==> src/rtl/oc_guard_pkg.sv <==
// Shared definitions for the overcurrent guard: FSM state encoding and retry counter width.
package oc_guard_pkg;

   localparam int RETRY_W = 4;

   typedef enum logic [2:0] {
      ST_IDLE    = 3'd0,
      ST_BLANK   = 3'd1,
      ST_RUN     = 3'd2,
      ST_TRIP    = 3'd3,
      ST_LOCKOUT = 3'd4
   } state_t;

   function automatic int max_int(input int a, input int b);
      return (a > b) ? a : b;
   endfunction

endpackage

==> src/rtl/oc_timer.sv <==
// Loadable down-counter shared by the inrush blanking window and the trip holdoff.
module oc_timer #(
   parameter int W = 4
) (
   input  logic         clk,
   input  logic         rst_n,
   input  logic         load,
   input  logic [W-1:0] load_val,
   output logic         expire
);

   logic [W-1:0] count;

   // Parks at zero when idle so a stale value can never produce a spurious expiry.
   always_ff @(posedge clk or negedge rst_n) begin
      if (!rst_n) begin
         count <= '0;
      end else if (load) begin
         count <= load_val;
      end else if (count != '0) begin
         count <= count - W'(1);
      end
   end

   // Expiry on the count of one makes a state loaded with N last exactly N cycles.
   assign expire = (count == W'(1));

endmodule

==> src/rtl/overcurrent_guard.sv <==
// Drive-enable fault manager: blanks inrush, retries after a holdoff, locks out after repeated trips.
module overcurrent_guard
   import oc_guard_pkg::*;
#(
   parameter int HOLDOFF_CYCLES = 50000,
   parameter int BLANK_CYCLES   = 500,
   parameter int MAX_RETRY      = 3
) (
   input  logic               clk,
   input  logic               rst_n,
   input  logic               oc_flt,
   input  logic               drive_req,
   input  logic               clr_fault,
   output logic               drive_en,
   output logic               trip_pulse,
   output logic               fault_latched,
   output logic [RETRY_W-1:0] retry_cnt
);

   localparam int TIMER_W = $clog2(max_int(HOLDOFF_CYCLES, BLANK_CYCLES) + 1);
   localparam logic [TIMER_W-1:0] HOLDOFF_VAL = TIMER_W'(HOLDOFF_CYCLES);
   localparam logic [TIMER_W-1:0] BLANK_VAL   = TIMER_W'(BLANK_CYCLES);
   localparam logic [RETRY_W-1:0] RETRY_MAX   = RETRY_W'(MAX_RETRY);

   state_t               state;
   state_t               state_nxt;
   logic                 timer_load;
   logic [TIMER_W-1:0]   timer_val;
   logic                 timer_expire;
   logic                 trip_nxt;
   logic [RETRY_W-1:0]   retry_nxt;
   logic [RETRY_W-1:0]   retry_inc;
   logic                 drive_en_nxt;
   logic                 fault_nxt;

   oc_timer #(
      .W(TIMER_W)
   ) u_timer (
      .clk      (clk),
      .rst_n    (rst_n),
      .load     (timer_load),
      .load_val (timer_val),
      .expire   (timer_expire)
   );

   always_ff @(posedge clk or negedge rst_n) begin
      if (!rst_n) begin
         state         <= ST_IDLE;
         drive_en      <= 1'b0;
         trip_pulse    <= 1'b0;
         fault_latched <= 1'b0;
         retry_cnt     <= '0;
      end else begin
         state         <= state_nxt;
         drive_en      <= drive_en_nxt;
         trip_pulse    <= trip_nxt;
         fault_latched <= fault_nxt;
         retry_cnt     <= retry_nxt;
      end
   end

   // In RUN an overcurrent wins over a dropped request so every trip is counted.
   always_comb begin
      state_nxt  = state;
      timer_load = 1'b0;
      timer_val  = BLANK_VAL;
      trip_nxt   = 1'b0;
      retry_nxt  = retry_cnt;
      retry_inc  = (retry_cnt < RETRY_MAX) ? retry_cnt + RETRY_W'(1) : RETRY_MAX;
      case (state)
         ST_IDLE: begin
            if (clr_fault) begin
               retry_nxt = '0;
            end
            if (drive_req) begin
               state_nxt  = ST_BLANK;
               timer_load = 1'b1;
               timer_val  = BLANK_VAL;
            end
         end
         ST_BLANK: begin
            if (!drive_req) begin
               state_nxt = ST_IDLE;
               retry_nxt = '0;
            end else if (timer_expire) begin
               state_nxt = ST_RUN;
            end
         end
         ST_RUN: begin
            if (oc_flt) begin
               trip_nxt  = 1'b1;
               retry_nxt = retry_inc;
               if (retry_inc == RETRY_MAX) begin
                  state_nxt = ST_LOCKOUT;
               end else begin
                  state_nxt  = ST_TRIP;
                  timer_load = 1'b1;
                  timer_val  = HOLDOFF_VAL;
               end
            end else if (!drive_req) begin
               state_nxt = ST_IDLE;
               retry_nxt = '0;
            end
         end
         ST_TRIP: begin
            // A fault still present at the end of holdoff re-arms it rather than retrying.
            if (timer_expire) begin
               if (oc_flt) begin
                  timer_load = 1'b1;
                  timer_val  = HOLDOFF_VAL;
               end else if (drive_req) begin
                  state_nxt  = ST_BLANK;
                  timer_load = 1'b1;
                  timer_val  = BLANK_VAL;
               end else begin
                  state_nxt = ST_IDLE;
               end
            end
         end
         ST_LOCKOUT: begin
            if (clr_fault) begin
               state_nxt = ST_IDLE;
               retry_nxt = '0;
            end
         end
         default: begin
            state_nxt = ST_IDLE;
         end
      endcase
   end

   always_comb begin
      drive_en_nxt = (state_nxt == ST_BLANK) || (state_nxt == ST_RUN);
      fault_nxt    = (state_nxt == ST_LOCKOUT);
   end

endmodule

==> config.mk <==
export PLATFORM = sky130hd
export DESIGN_NAME = overcurrent_guard
export DESIGN_NICKNAME = d
export VERILOG_FILES = /design/src/rtl/oc_guard_pkg.sv /design/src/rtl/oc_timer.sv /design/src/rtl/overcurrent_guard.sv
export SDC_FILE = /design/constraint.sdc
export NUM_CORES = 1
export LEC_CHECK = 0
export CAP_MARGIN = 20
export CORE_UTILIZATION = 55
export DETAILED_ROUTE_END_ITERATION = 7
export DONT_BUFFER_PORTS = 1
export PLACE_DENSITY = 0.7
export SYNTH_ARGS = -nofsm -noshare
export SYNTH_HDL_FRONTEND = slang
export SYNTH_SLANG_ARGS = --single-unit
==> constraint.sdc <==
create_clock -name clk -period 1.8 [get_ports clk]
set_clock_uncertainty 0.05 [all_clocks]
set_input_delay 0.09 -clock clk [delete_from_list [all_inputs] [get_ports clk]]
set_output_delay 0.09 -clock clk [all_outputs]
set_load 0.01 [all_outputs]
==> out/qor.yml, run 1 <==
hold_path:
  min_path_type: "input pin to flop"
synthesis:
  syn-mean-instance-area_sq_um: 9.54
  async_flop_share_pct: 100
  yosysWarnings: 0
  synth-compound-area-share_pct: 15.8
  ys.flop_type: "dfrtp_1"
  synthCells: 168
  synth_cell_types: 46
  yosys.area_share.simple_pct: 29.4
  synth_top_family_by_area: "simple AND/OR/NAND/NOR gates"
  syn_area_sq_um: 1600
  synth_edf_count: 0
  synth_mux_area_share_pct: 0.625
  synth_adder_area_share_pct: 3.12
  synthXorXnorAreaFrac_pct: 7.65
  yosysSeqAreaShare_pct: 40.6
  postSynthNetCount: 177
  synth_seq_cells: 26
place:
  gp_congestion: 0.818
  portBuffers: 0
  dp_hpwl_mm: 2.70
layout:
  antenna_cells: 0
  drive_gt1_share_pct: 36.4
  nets: 219
  seq_area_sq_um: 652
  area_delta_synth_final_pct: 32.2
  multi_input_comb_area_sq_um: 1020
  fill_cells: 187
timing:
  tightest_slew_ns: 0.385
  rsz0062_at_grt: "true"
  holdWs_ns: 0.0366
  setup_violations: 4
  layout_min_cycle_time_ns: 1.92
  timing_hold_violations_final: 0
  slew_headroom_pct: 74.2
  setup_tns_ns: -0.227
  worst_slack_ns: -0.123
  slew_viol_final: 0
  timing.final.crit_share_pct: 107
  max_freq_ghz: 0.520
routing:
  wl_per_cell_um: 15.9
  drt-pass1-iter-count: 4
  routed_via_density: 5.89
  num_vias: 1414
  wirelength_mm: 3.82
  drtAntennaViolNets: 0
  route.detailed.drc: 0
  drtIter0Drc: 66
critical_path:
  arrival_ns: 2.12
  critical_path.cell_chain: "buf_6 -> or4_4 -> nor3_4 -> xnor2_1 -> nor3_1 -> a2bb2oi_1"
  max_stage_delay_ns: 0.56
  worst-path-max-fanout: 3
  startpoint_type: "flop"
  cp-end-kind: "flop"
  worstPathRequired_ns: 2.00
  slowest_stage: "or4_4"
  critical_path_class: "flop to flop"
clock_network:
  cts.clk_slew.worst_paths_ns: 0.14
  cts-root-buf: "clkbuf_4"
  clock_path_buffers: 2
  clock_latency_ns: 0.32
  cts_sinks: 26
  cts_buffers: 3
  h-tree-depth: 1
  cts_tree: "done"
power_and_ir_drop:
  power-per-cell-area_nw_per_um2: 718
  ir_worst_vdd_v: 0.000752
  p_leak_nw: 0.910
job:
  drv_cap: 0
run_status:
  status: "complete, but fails checks"
  failed_checks: "negative setup slack"
floorplanning:
  die-area_sq_um: 3130
  num_rows: 19
  die_w_um: 56.0
  initial_core_util_pct: 58.1
  fp.coreArea_sq_um: 2760
  die_h_um: 56.0
  io_pins: 12
grt:
  grt_overflow: 0
  grt_max_degree: 27
  antenna_found_initial: 0
  grt_pass1_vias: 1507
  grt_pass1_wl_mm: 6.47
  grt.total_usage_pct: 26.3
critical path, delay by kind of cell (launching register included):
family,cells,cell delay (ns)
AND/OR/NAND/NOR,3,0.94
buffers and inverters,1,0.13
AO/OA/AOI/OAI,1,0.18
XOR/XNOR,1,0.11
flip-flops,1,0.45
report_power, final:
part	switching (mW)	internal (mW)
sequential	0.0468	0.638
combinational	0.267	0.273
clock	0.174	0.124
total	0.488	1.03
per-layer routing:
layer / vias to the layer above / wire length [um] / global-route usage [%]
li1: 683 / - / -
met1: 699 / 1580 / 30.8
met2: 24 / 2110 / 48.8
met3: 8 / 68 / 3.26
met4: 0 / 63 / 9.76
met5: - / 0 / 0
Yosys cell counts (2+ instances only):
cell type / count / area [sq um]
nor2b_1: 4 / 25.0
xnor2_1: 2 / 17.5
nor4_1: 2 / 12.5
clkbuf_1: 3 / 11.3
nand2_1: 12 / 45.0
ha_1: 4 / 50.1
dfrtp_1: 26 / 651
nand4_1: 3 / 18.8
o21ai_0: 8 / 40.0
o211ai_1: 2 / 15.0
nand2b_1: 4 / 25.0
a2bb2oi_1: 3 / 26.3
buf_2: 3 / 15.0
a21oi_1: 7 / 35.0
or4_1: 2 / 15.0
nor2_1: 24 / 90.1
nor3_1: 6 / 30.0
a32o_1: 2 / 20.0
nor3b_1: 2 / 15.0
nand3_1: 4 / 20.0
or2_2: 2 / 12.5
xor2_1: 12 / 105
inv_1: 5 / 18.8
nor3_2: 4 / 40.0
cells in the final DEF (no fill, tap or decap), types with 3 or more instances in the layout:
cell type | Yosys | routed
xor2_1 | 12 | 12
nand4_1 | 3 | 3
nor3_1 | 6 | 4
nor3_2 | 4 | 4
nor2_1 | 24 | 20
nor3_4 | 1 | 3
nor2b_1 | 4 | 4
nand2_1 | 12 | 12
o21ai_1 | 0 | 3
dfrtp_1 | 26 | 25
nand2b_1 | 4 | 4
inv_1 | 5 | 4
buf_4 | 0 | 37
clkbuf_4 | 0 | 3
a21oi_1 | 7 | 7
o21ai_0 | 8 | 4
dlygate4sd3_1 | 0 | 4
nand3_1 | 4 | 4
cell families (layout without fill, tap and decap cells):
logic type | Yosys count | in the layout
buf+inv | 11 | 52
flops | 26 | 26
compound gates | 34 | 34
simple gates | 78 | 78
mux | 1 | 1
xor+xnor | 14 | 14
fa+ha+maj | 4 | 4
sequential cells by signal (all words and copies together), names as in the netlist:
register / flops
u_timer.count: 16
retry_cnt: 4
state: 3
drive_en: 1
fault_latched: 1
trip_pulse: 1
area by class of cell:
cell class                 instances  share of cell area (%)
multi-input combinational        131                    48.3
inverter                           5                   0.885
clock buffer                       4                    1.71
timing repair buffer              43                    16.5
tap                               31                    1.83
sequential                        26                    30.8
path summary, 6_finish.rpt:
kind,start,endpoint,slack (ns),cells past startpoint
worst min register to register,state[2],drive_en,0.55,2
min in group asynchronous,rst_n,u_timer.count[11],0.13,2
worst max-delay path,u_timer.count[5],u_timer.count[9],-0.12,6
max in group asynchronous,rst_n,u_timer.count[4],1.41,2
worst min-delay path,drive_req,retry_cnt[0],0.04,3
worst max register to register,u_timer.count[5],u_timer.count[9],-0.12,6
repair_timing:
item	in CTS	in global routing
hold buffers	4	1
pin swaps	3	10
resized for setup	12	19
setup buffers	4	3
endpoints found under the hold margin	33	5
endpoints found under the setup margin	19	20
through the flow:
step	power (mW)	util (%)	instance area (sq um)	instances	worst slack (ns)
3_5_place_dp	1.09	67.5	1860	225	-0.0796
5_1_grt	1.60	76.9	2120	240	-0.201
3_3_place_gp	1.07	67.5	1860	225	-0.0434
6_report	1.52	76.9	2120	240	-0.123
4_1_cts	1.49	72.9	2010	237	-0.0563
2_1_floorplan	0.915	-	1610	168	-0.0640
No activity file was read; power rests on OpenSTA's default activity.
==> inputs of run 2 (changes only) <==
--- a/config.mk
+++ b/config.mk
@@ -7,6 +7,7 @@
 export LEC_CHECK = 0
 export CAP_MARGIN = 20
 export CORE_UTILIZATION = 55
+export CTS_BUF_LIST = sky130_fd_sc_hd__clkbuf_8
 export DETAILED_ROUTE_END_ITERATION = 7
 export DONT_BUFFER_PORTS = 1
 export PLACE_DENSITY = 0.7
==> run 2 against run 1 <==
The run still ends with negative setup slack left. Flip-flop and latch count is the same. First-iteration DRC count shrank 53%. Sequential share of layout area shrank 0.18 points. Largest power group unchanged. Routed wire length grew 2.1%. Fmax grew 0.50%.
==> out/qor.yml, run 2 (synthesis gave the netlist of run 1 again) <==
timing:
  setup_violations: 2
  worst_slack_ns: -0.113
  holdWs_ns: 0.0149
  timing.final.crit_share_pct: 106
  layout_min_cycle_time_ns: 1.91
  timing_hold_violations_final: 0
  rsz0062_at_grt: "true"
  max_freq_ghz: 0.523
  slew_viol_final: 0
  setup_tns_ns: -0.189
  slew_headroom_pct: 77.0
  tightest_slew_ns: 0.341
run_status:
  failed_checks: "negative setup slack"
  status: "complete, but fails checks"
critical_path:
  crit_start: "u_timer.count[5]"
  startpoint_type: "flop"
  worstPathRequired_ns: 1.94
  r2r_cells: 6
  r2r_end: "u_timer.count[9]"
  cp-end-kind: "flop"
  critical_path_class: "flop to flop"
  arrival_ns: 2.06
  worst-path-max-fanout: 3
  r2r_start: "u_timer.count[5]"
  rrSetupSlack_ns: -0.11
place:
  place_ws_ns: -0.0796
  gp_congestion: 0.818
  portBuffers: 0
  dp_hpwl_mm: 2.70
  dp_cells: 225
layout:
  fill_cells: 186
  layout_common_cells: "36 x buf_4, 25 x dfrtp_1, 21 x nor2_1, 12 x nand2_1, 12 x xor2_1"
  area_delta_synth_final_pct: 33.0
  drive_gt1_share_pct: 35.4
  top_register: "u_timer.count"
  reg_top3: "u_timer.count: 16 flops, retry_cnt: 4 flops, state: 3 flops"
  antenna_cells: 0
  largest_reg_flops: 16
  nets: 219
  final_common_cell: "buf_4"
  layout.cells.non_filler: 240
floorplanning:
  io_pins: 12
  fp.coreArea_sq_um: 2760
  die_h_um: 56.0
  num_rows: 19
  die_w_um: 56.0
  die-area_sq_um: 3130
  initial_core_util_pct: 58.1
clock_network:
  clock_path_buffers: 2
  cts_sinks: 26
  cts_tree: "done"
  clock_latency_ns: 0.27
  cts-root-buf: "clkbuf_8"
  cts_buffers: 3
  h-tree-depth: 1
  cts.clk_slew.worst_paths_ns: 0.09
routing:
  route.met3.wl_um: 83
  wirelength_mm: 3.90
  num_vias: 1398
  drt-pass1-iter-count: 4
  drtIter0Drc: 31
  wl_met1_mm: 1.60
  route.detailed.drc: 0
  dr.max_layer_used: "met4"
  wl_met2_mm: 2.14
  drtAntennaViolNets: 0
  wl_per_cell_um: 16.3
  routed_via_density: 5.83
hold_path:
  worstHoldStart: "oc_flt"
  min_path_type: "input pin to flop"
  hold_end: "trip_pulse"
  worstHoldPathCells: 2
power_and_ir_drop:
  ir_worst_vdd_v: 0.000777
  p_leak_nw: 0.912
  power-per-cell-area_nw_per_um2: 753
grt:
  grt_max_degree: 27
  grt_pass1_vias: 1521
  grt.total_usage_pct: 26.3
  grt_pass1_wl_mm: 6.45
  grt_overflow: 0
  antenna_found_initial: 0
job:
  drv_cap: 0
## run 2: cell counts in the layout (fill, tap and decap cells not counted)
No cell type changed its count.
## run 2: critical path, stage by stage (launching register included)
cell,delay (ns)
dfrtp_1,0.43
buf_6,0.13
or4_4,0.57
nor3_4,0.19
xnor2_1,0.11
nor3_1,0.18
a2bb2oi_1,0.18
## run 2: report_power, final
part           total (mW)  leakage (nW)  switching, mW  internal [mW]
Clock               0.381        0.0288          0.186          0.196
Sequential          0.686         0.326         0.0483          0.638
Combinational       0.537         0.557          0.264          0.273
## run 2: per-layer routing
| metal | track usage, % | vias up |
|---|---|---|
| met5 | 0 | - |
| met1 | 30.7 | 683 |
| li1 | - | 678 |
| met4 | 9.76 | 0 |
| met3 | 3.95 | 10 |
| met2 | 48.3 | 27 |
## run 2: per-stage QoR
stage               total power, mW  util (%)  area (sq um)
floorplan                     0.915         -          1610
global placement               1.07      67.5          1860
detailed placement             1.09      67.5          1860
CTS                            1.56      73.5          2030
global route                   1.68      77.3          2130
finish                         1.60      77.3          2130
## run 2: layout make-up
class | instances | area [sq um] | area share [%]
Timing Repair Buffer | 43 | 353 | 16.5
Sequential cell | 26 | 652 | 30.6
Multi-Input combinational cell | 131 | 1010 | 47.6
Tap cell | 31 | 38.8 | 1.82
Inverter | 5 | 18.8 | 0.880
Clock buffer | 4 | 55.1 | 2.58
## run 2: how the worst max path moves through the flow
stage / endpoint
floorplan: state[1]
global placement: u_timer.count[2]
detailed placement: state[1]
CTS: state[1]
global route: state[1]
finish: u_timer.count[9]
## run 2: what timing repair did
action	4_1_cts	5_1_grt
hold endpoints to repair	32	2
resized for setup	11	19
hold buffers	4	1
pin swaps	2	12
cloned	0	0
setup buffers	4	3
setup endpoints to repair	17	20
